$ cat config.mk
export PLATFORM = sky130hd
export DESIGN_NAME = md_packet_tx
export DESIGN_NICKNAME = d
export VERILOG_FILES = /design/src/rtl/md_pkg.sv /design/src/rtl/md_heartbeat_timer.sv /design/src/rtl/md_packet_tx.sv
export SDC_FILE = /design/constraint.sdc
export NUM_CORES = 1
export LEC_CHECK = 0
export BUFFER_PORTS_ARGS = -buffer_cell sky130_fd_sc_hd__buf_2
export CORE_MARGIN = 2
export CORE_UTILIZATION = 25
export CTS_BUF_LIST = sky130_fd_sc_hd__clkbuf_16
export CTS_CLUSTER_SIZE = 24
export DETAILED_ROUTE_END_ITERATION = 8
export PLACE_DENSITY = 0.52
export SYNTH_ARGS = -nofsm -noshare
export SYNTH_HDL_FRONTEND = slang
export SYNTH_SLANG_ARGS = --single-unit
$ cat constraint.sdc
create_clock -name clk -period 8.1 [get_ports clk]
set_clock_uncertainty 0.2 [all_clocks]
set_input_delay 0.81 -clock clk [delete_from_list [all_inputs] [get_ports clk]]
set_output_delay 0.81 -clock clk [all_outputs]
set_load 0.01 [all_outputs]
$ cat src/rtl/md_pkg.sv
// Shared types for the market-data stream path: the decoded order record,
// the transmit framer state encoding and the heartbeat message type.
package md_pkg;

   typedef struct packed {
      logic [7:0]  msg_type;
      logic [31:0] symbol;
      logic [31:0] price_q16_16;
      logic [31:0] qty;
   } md_record_t;

   typedef enum logic [1:0] {
      ST_IDLE,
      ST_BEAT0,
      ST_BEAT1,
      ST_HB
   } md_tx_state_e;

   localparam logic [7:0] MSG_HEARTBEAT = 8'h48;
   localparam int         SEQ_W         = 24;
   localparam int         HB_CNT_W      = 20;

endpackage

$ cat src/rtl/md_heartbeat_timer.sv
// Idle-cycle counter for the transmit framer; fire_o pulses in the cycle the
// count reaches HB_PERIOD-1 while the link is still idle.
import md_pkg::*;

module md_heartbeat_timer #(
   parameter int HB_PERIOD = 1000
) (
   input  logic clk,
   input  logic rst,
   input  logic run_i,
   input  logic clear_i,
   output logic fire_o
);

   localparam logic [HB_CNT_W-1:0] Threshold = HB_CNT_W'(HB_PERIOD - 1);

   logic [HB_CNT_W-1:0] count_q, count_d;

   assign fire_o = run_i && (count_q == Threshold);

   // Any interruption of idleness restarts the count from zero.
   always_comb begin
      count_d = count_q;
      if (clear_i || !run_i || fire_o) begin
         count_d = '0;
      end else begin
         count_d = count_q + 1'b1;
      end
   end

   always_ff @(posedge clk or posedge rst) begin
      if (rst) begin
         count_q <= '0;
      end else begin
         count_q <= count_d;
      end
   end

endmodule

$ cat src/rtl/md_packet_tx.sv
// Transmit framer: stamps each order record with a 24-bit sequence number and
// emits a two-beat 64-bit AXI-stream packet. Optional idle heartbeat is built
// in when MD_PACKET_TX_HEARTBEAT_EN is defined.
import md_pkg::*;

module md_packet_tx #(
   parameter int WIDTH     = 64,
   parameter int HB_PERIOD = 1000
) (
   input  logic               clk,
   input  logic               rst,
   input  logic               rec_valid,
   output logic               rec_ready,
   input  logic [103:0]       rec_data,
   output logic [WIDTH-1:0]   master_tdata,
   output logic [WIDTH/8-1:0] master_byteEnable,
   output logic               master_tvalid,
   output logic               master_tlast,
   input  logic               master_tready,
   output logic [SEQ_W-1:0]   seq_out
);

   if (WIDTH != 64) begin : g_bad_width
      $error("md_packet_tx supports only WIDTH=64");
   end
   if (HB_PERIOD < 2 || HB_PERIOD > 1048576) begin : g_bad_hb_period
      $error("md_packet_tx HB_PERIOD must be in 2..2^20");
   end

   md_tx_state_e      state_q, state_d;
   md_record_t        hold_q, hold_d;
   md_record_t        cur_q, cur_d;
   md_record_t        rec_in;
   logic              hold_valid_q, hold_valid_d;
   logic [SEQ_W-1:0]  seq_q, seq_d;
   logic [SEQ_W-1:0]  cur_seq_q, cur_seq_d;
   logic              accept;
   logic              fsm_free;
   logic              hb_fire;

   assign rec_in            = md_record_t'(rec_data);
   assign rec_ready         = !hold_valid_q;
   assign accept            = rec_valid && !hold_valid_q;
   assign master_tvalid     = (state_q != ST_IDLE);
   assign master_byteEnable = '1;
   assign seq_out           = seq_q;

`ifdef MD_PACKET_TX_HEARTBEAT_EN
   logic idle_run;
   logic last_handshake;

   assign idle_run       = (state_q == ST_IDLE) && !hold_valid_q && !accept;
   assign last_handshake = master_tvalid && master_tready && master_tlast;

   md_heartbeat_timer #(
      .HB_PERIOD(HB_PERIOD)
   ) u_hb_timer (
      .clk    (clk),
      .rst    (rst),
      .run_i  (idle_run),
      .clear_i(last_handshake),
      .fire_o (hb_fire)
   );
`else
   assign hb_fire = 1'b0;
`endif

   always_comb begin
      fsm_free = 1'b0;
      case (state_q)
         ST_IDLE:         fsm_free = 1'b1;
         ST_BEAT1, ST_HB: fsm_free = master_tready;
         default:         fsm_free = 1'b0;
      endcase
   end

   // When the FSM frees up, a waiting hold record goes first and a record
   // accepted in the same cycle drops into the hold slot it vacates.
   always_comb begin
      state_d      = state_q;
      hold_d       = hold_q;
      hold_valid_d = hold_valid_q;
      cur_d        = cur_q;
      cur_seq_d    = cur_seq_q;
      seq_d        = seq_q;

      if (state_q == ST_BEAT0 && master_tready) begin
         state_d = ST_BEAT1;
      end

      if (fsm_free) begin
         if (hold_valid_q) begin
            cur_d        = hold_q;
            cur_seq_d    = seq_q;
            seq_d        = seq_q + 1'b1;
            state_d      = ST_BEAT0;
            hold_valid_d = accept;
            if (accept) begin
               hold_d = rec_in;
            end
         end else if (accept) begin
            cur_d     = rec_in;
            cur_seq_d = seq_q;
            seq_d     = seq_q + 1'b1;
            state_d   = ST_BEAT0;
         end else if (hb_fire) begin
            cur_seq_d = seq_q;
            seq_d     = seq_q + 1'b1;
            state_d   = ST_HB;
         end else begin
            state_d = ST_IDLE;
         end
      end else if (accept) begin
         hold_d       = rec_in;
         hold_valid_d = 1'b1;
      end
   end

   // Beat contents depend only on state and cur so they hold under backpressure.
   always_comb begin
      master_tdata = '0;
      master_tlast = 1'b0;
      case (state_q)
         ST_BEAT0: master_tdata = {cur_q.msg_type, cur_q.symbol, cur_seq_q};
         ST_BEAT1: begin
            master_tdata = {cur_q.price_q16_16, cur_q.qty};
            master_tlast = 1'b1;
         end
         ST_HB: begin
            master_tdata = {MSG_HEARTBEAT, 32'h0, cur_seq_q};
            master_tlast = 1'b1;
         end
         default: begin
            master_tdata = '0;
            master_tlast = 1'b0;
         end
      endcase
   end

   always_ff @(posedge clk or posedge rst) begin
      if (rst) begin
         state_q      <= ST_IDLE;
         hold_q       <= '0;
         hold_valid_q <= 1'b0;
         cur_q        <= '0;
         cur_seq_q    <= '0;
         seq_q        <= '0;
      end else begin
         state_q      <= state_d;
         hold_q       <= hold_d;
         hold_valid_q <= hold_valid_d;
         cur_q        <= cur_d;
         cur_seq_q    <= cur_seq_d;
         seq_q        <= seq_d;
      end
   end

endmodule

---- Word level (Yosys, flattened, before mapping) ----
Cells that the tools add are included.
cells by class
  add/sub/neg operators ................... 1
  equal/unequal tests ..................... 4
  mux-type cells .......................... 19
  reductions and logical operators ........ 10
operator list
  kind                                                                   number
  104-bit 2-to-1 mux                                                     5
  64-bit case mux with 3 select lines                                    1
  24-bit 2-to-1 mux                                                      4
  24-bit by 1-bit adder with 24-bit output, second input constant        1
  2-bit nonzero test                                                     4
  1-bit 2-to-1 mux                                                       6
  2-bit equality test, second input constant                             2
  2-bit 2-to-1 mux                                                       2
  2-bit by 1-bit equality test with 1-bit output, second input constant  1
  1-bit logical AND                                                      2
  2-bit logical NOT                                                      1
  2-bit != test, second input constant                                   1
  1-bit case mux with 2 select lines                                     1
  2-bit AND reduction                                                    1
  2-bit OR reduction                                                     1
  1-bit logical NOT                                                      1
storage, ports and cells
  bits in registers ....................... 259
  input bits .............................. 108
  output and inout bits ................... 99
  word-level logic and storage cells ...... 46

---- Logic depth before layout (Yosys ltp) ----
  depth in word-level cells ............... 5
  mapped depth ............................ 9
  mapped depth without buffers ............ 5

---- Worst setup path after synthesis ----
Ideal clock, no wire load.
  path kind ............................... reg-to-output
  start ................................... register state_q[1]
  end ..................................... output port master_tdata[10]
  arrival time ............................ 1.360 ns
  required time ........................... 7.090 ns
  setup slack ............................. 5.730 ns
  cell stages (with the launch flop) ...... 6
  path buffers ............................ 3
  cells stage by stage .................... dfrtp_1 -> buf_6 -> clkbuf_1 -> clkbuf_1 -> nand2_1 -> o21ai_0
on the way
  longest elaborated chain between the ends .. 2
  elaborated cells on any way between the ends .. 4
  those cells by class .................... 3 x eq/ne; 1 x mux
ends and longest elaborated chain
  element                                                                                       line                 text
  start, declared                                                                               md_packet_tx.sv:30   md_tx_state_e state_q, state_d;
  start signal, assigned                                                                        md_packet_tx.sv:149  state_q <= state_d;
  2-bit equality test / 2-bit by 1-bit equality test with 1-bit output (equally long branches)  md_packet_tx.sv:123  case (state_q)
  64-bit case mux with 3 select lines *                                                         md_packet_tx.sv:123
  end, declared                                                                                 md_packet_tx.sv:15   output logic [WIDTH-1:0] master_tdata,
Mark *: on every way between the ends. The rest lies on a longest branch, timed or not.

---- Worst setup path after layout ----
  start ................................... register state_q[0]
  end ..................................... output port master_tdata[61]
Same word-level chain as after synthesis.

==> out/summary.txt <==
post-route ant nets - 0
maximum clock path buffer count - 3
top sig layer - met5
WP data arrival - 2.57 ns
CTS tree - built
Hold Vio Cnt, Final - 0
Die Wd - 220 um
share of cells above drive strength 1 - 25.7%
most frequent cells in the layout - dfrtp_1 (258), nand2_1 (239), buf_2 (198)
Clk network pwr share - 25.3%
CP Data Required Time - 7.09 ns
Post-Synth Simple-Gate Area - 9.92%
Die H - 220 um
number of distinct library cells after synthesis - 39
Avg Cell Area, Syn - 11.3 um^2
CP max stage delay - 0.45 ns
H-tree depth - 1
VDD IR max - 0.171 mV
Post-Synth XOR/XNOR Area - 1.73%
setup TNS - 0 ns
RSZ-0062 raised after global routing - false
initial antenna violation count - 14
Ports - 207
Max-Slew Margin vs Limit - 22.8%
r2r startpoint - state_q[1]
Sink Count - 259
pwr dens - 393 nW/um^2
min-delay worst type - input port to flip-flop
largest net degree at the start of global routing - 101
Pre-antenna DRT Iters - 4
multiplexer share of the synthesized area - 19.1%
register area share after synthesis - 55.7%
crit path launch - state_q[0]
part of the power in registers - 39.1%
CP Max Fanout - 53
DP HPWL - 20,100 um
Sw Ratio - 36.1%
RePlAce Congestion - 0.782
fillers - 4,833
vias in the first global route - 8,376
Via Count - 8,162
Fmax - 279 MHz
metal2 WL - 13,100 um
Gate power share - 35.7%
Post-CTS Setup Inserts - 0
part of the cycle the worst path needs - 44.2%
first-pass GRT wire length - 47,400 um
Tot GR Track Use - 12.5%
largest family of logic cells by synthesized area - multiplexers
total chip power - 5.54 mW
Slowest cell on crit path - buf_4
Yosys reg bits - 259
post-cts sizing count - 0
switching pwr - 2.00 mW
min-delay src - rec_data[103]
residual DRC count - 0
nets - 1,316
vias per cell - 4.44
Root Buffer Master - clkbuf_16
final instance area - 14,100 um^2
Critical Path Start Type - flip-flop
CP dominant cell by count - buf_4
total leakage power - 6.73 nW
Multi-input gate area - 4730 um^2
GRT overflow - 0
most common cell after layout, fill and taps aside - dfrtp_1
Synth Area in Adders - 0.108%
compound-cell area share of the yosys netlist - 9.31%
Post-Syn Instances - 1,033
DR WL/cell - 16.3 um
wire length on met3 - 2530 um
placed inst area - 13,100 um^2
CTS Hold Bufs - 0
Slew Limit Fails - 0
worst slew pin tran - 1.16 ns
Synth-to-Final Area Change - 21.4%
clk_lat worst skew - 0.57 ns
wirelength, routed - 30,000 um
core area - 46,300 um^2
fin crit period - 3.58 ns
met1 wire length - 13,800 um
Int Power - 3.54 mW
clock-pin slew on the worst setup and hold paths - 0.06 ns
crit end category - output pin
synth warn - 0
maxcap violations - 0
final count of negative-setup-slack endpoints - 0
TritonCTS Buffers - 31
register area - 6480 um^2
DR iter-0 viols - 519
Starting Density - 25.1%
num rows - 79
die footprint - 48,300 um^2
CP Cell Sequence - buf_4, inv_1, nor2_4, buf_4, a22o_1, buf_2
critical path class - flip-flop to output pin
status - finished, final reports clean
IO Port Bufs - 198
Mapped Area - 11,600 um^2
[kinds of logic (layout without fill, tap and decap cells)]
kind of cell             after synthesis  count (layout)
AO/OA/AOI/OAI                        176             176
XOR/XNOR                              23              23
adder cells (fa/ha/maj)                1               1
buffers and inverters                 83             273
flip-flops                           259             259
multiplexers                         209             209
other                                  1              10
AND/OR/NAND/NOR                      281             281
[synthesized netlist by cell type, drive strengths merged]
library cell,number,area (um^2)
mux2i,104,1040
a21oi,3,18.8
inv,4,15.0
o21ai,129,646
nor4,3,18.8
clkbuf,25,93.8
o2111ai,1,15.0
o22ai,1,20.0
o211a,1,10.0
nand4,6,43.8
and3,6,37.5
dfrtp,259,6480
nor3,7,35.0
conb,1,3.75
nor4b,1,15.0
buf,54,362
a22o,38,333
xor2,13,114
nor2b,1,6.26
nor2,10,53.8
nand2,239,897
a21boi,1,7.51
nand3,5,25.0
and4,1,8.76
and2,2,12.5
o211ai,1,21.3
ha,1,12.5
xnor2,10,87.6
mux2,105,1180
o2111a,1,11.3
[critical path, delay by kind of cell, from the launching register on]
family | cells | cell delay, ns
buffers and inverters | 4 | 1.22
AND/OR/NAND/NOR | 1 | 0.14
AO/OA/AOI/OAI | 1 | 0.26
flip-flops | 1 | 0.32
[power groups by stage]
stage	registers [mW]	clock network, mW	logic [mW]
floorplan	2.09	0	1.55
global placement	2.17	0	1.99
detailed placement	2.20	0	2.03
CTS	2.17	1.45	2.04
global route	2.25	1.51	2.24
finish	2.17	1.40	1.98
[stage by stage]
stage / setup WS (ns) / utilization (%) / std cells / hold WS [ns]
final: 4.52 / 30.5 / 1839 / 0.264
after global routing: 4.36 / 30.5 / 1837 / 0.241
after CTS: 4.48 / 30.5 / 1837 / 0.224
after detailed placement: 4.50 / 28.3 / 1781 / 0.263
after global placement: 4.55 / 28.3 / 1781 / 0.262
after floorplan: 3.68 / - / 1040 / 0.245
[state kept, by name (all words and copies together), names as in the netlist]
register,count
hold_q,104
hold_valid_q,1
cur_seq_q,24
seq_out,24
state_q,2
cur_q,104
[per-layer routing]
layer,track usage [%],up-vias
li1,-,3899
met2,19.7,200
met4,2.44,20
met3,4.51,59
met5,0,-
met1,16.5,3984
[path summary, 6_finish.rpt]
kind,to,slack (ns),depth (start not counted)
setup reg to reg,cur_q[9],4.84,6
max in group asynchronous,hold_q[10],5.76,4
hold reg to reg,cur_seq_q[16],0.27,2
min in group asynchronous,cur_q[90],0.33,3
setup / recovery,master_tdata[61],4.52,6
hold / removal,hold_q[103],0.26,2
[cell type report]
cell class / instances / area share, %
Clock inverter: 25 / 1.74
Tap cell: 607 / 5.38
Sequential cell: 259 / 45.9
Inverter: 4 / 0.133
Multi-Input combinational cell: 698 / 33.5
Antenna cell: 2 / 0.0354
Timing Repair Buffer: 213 / 7.82
Clock buffer: 31 / 5.49
(Power assumes the default switching activity.)
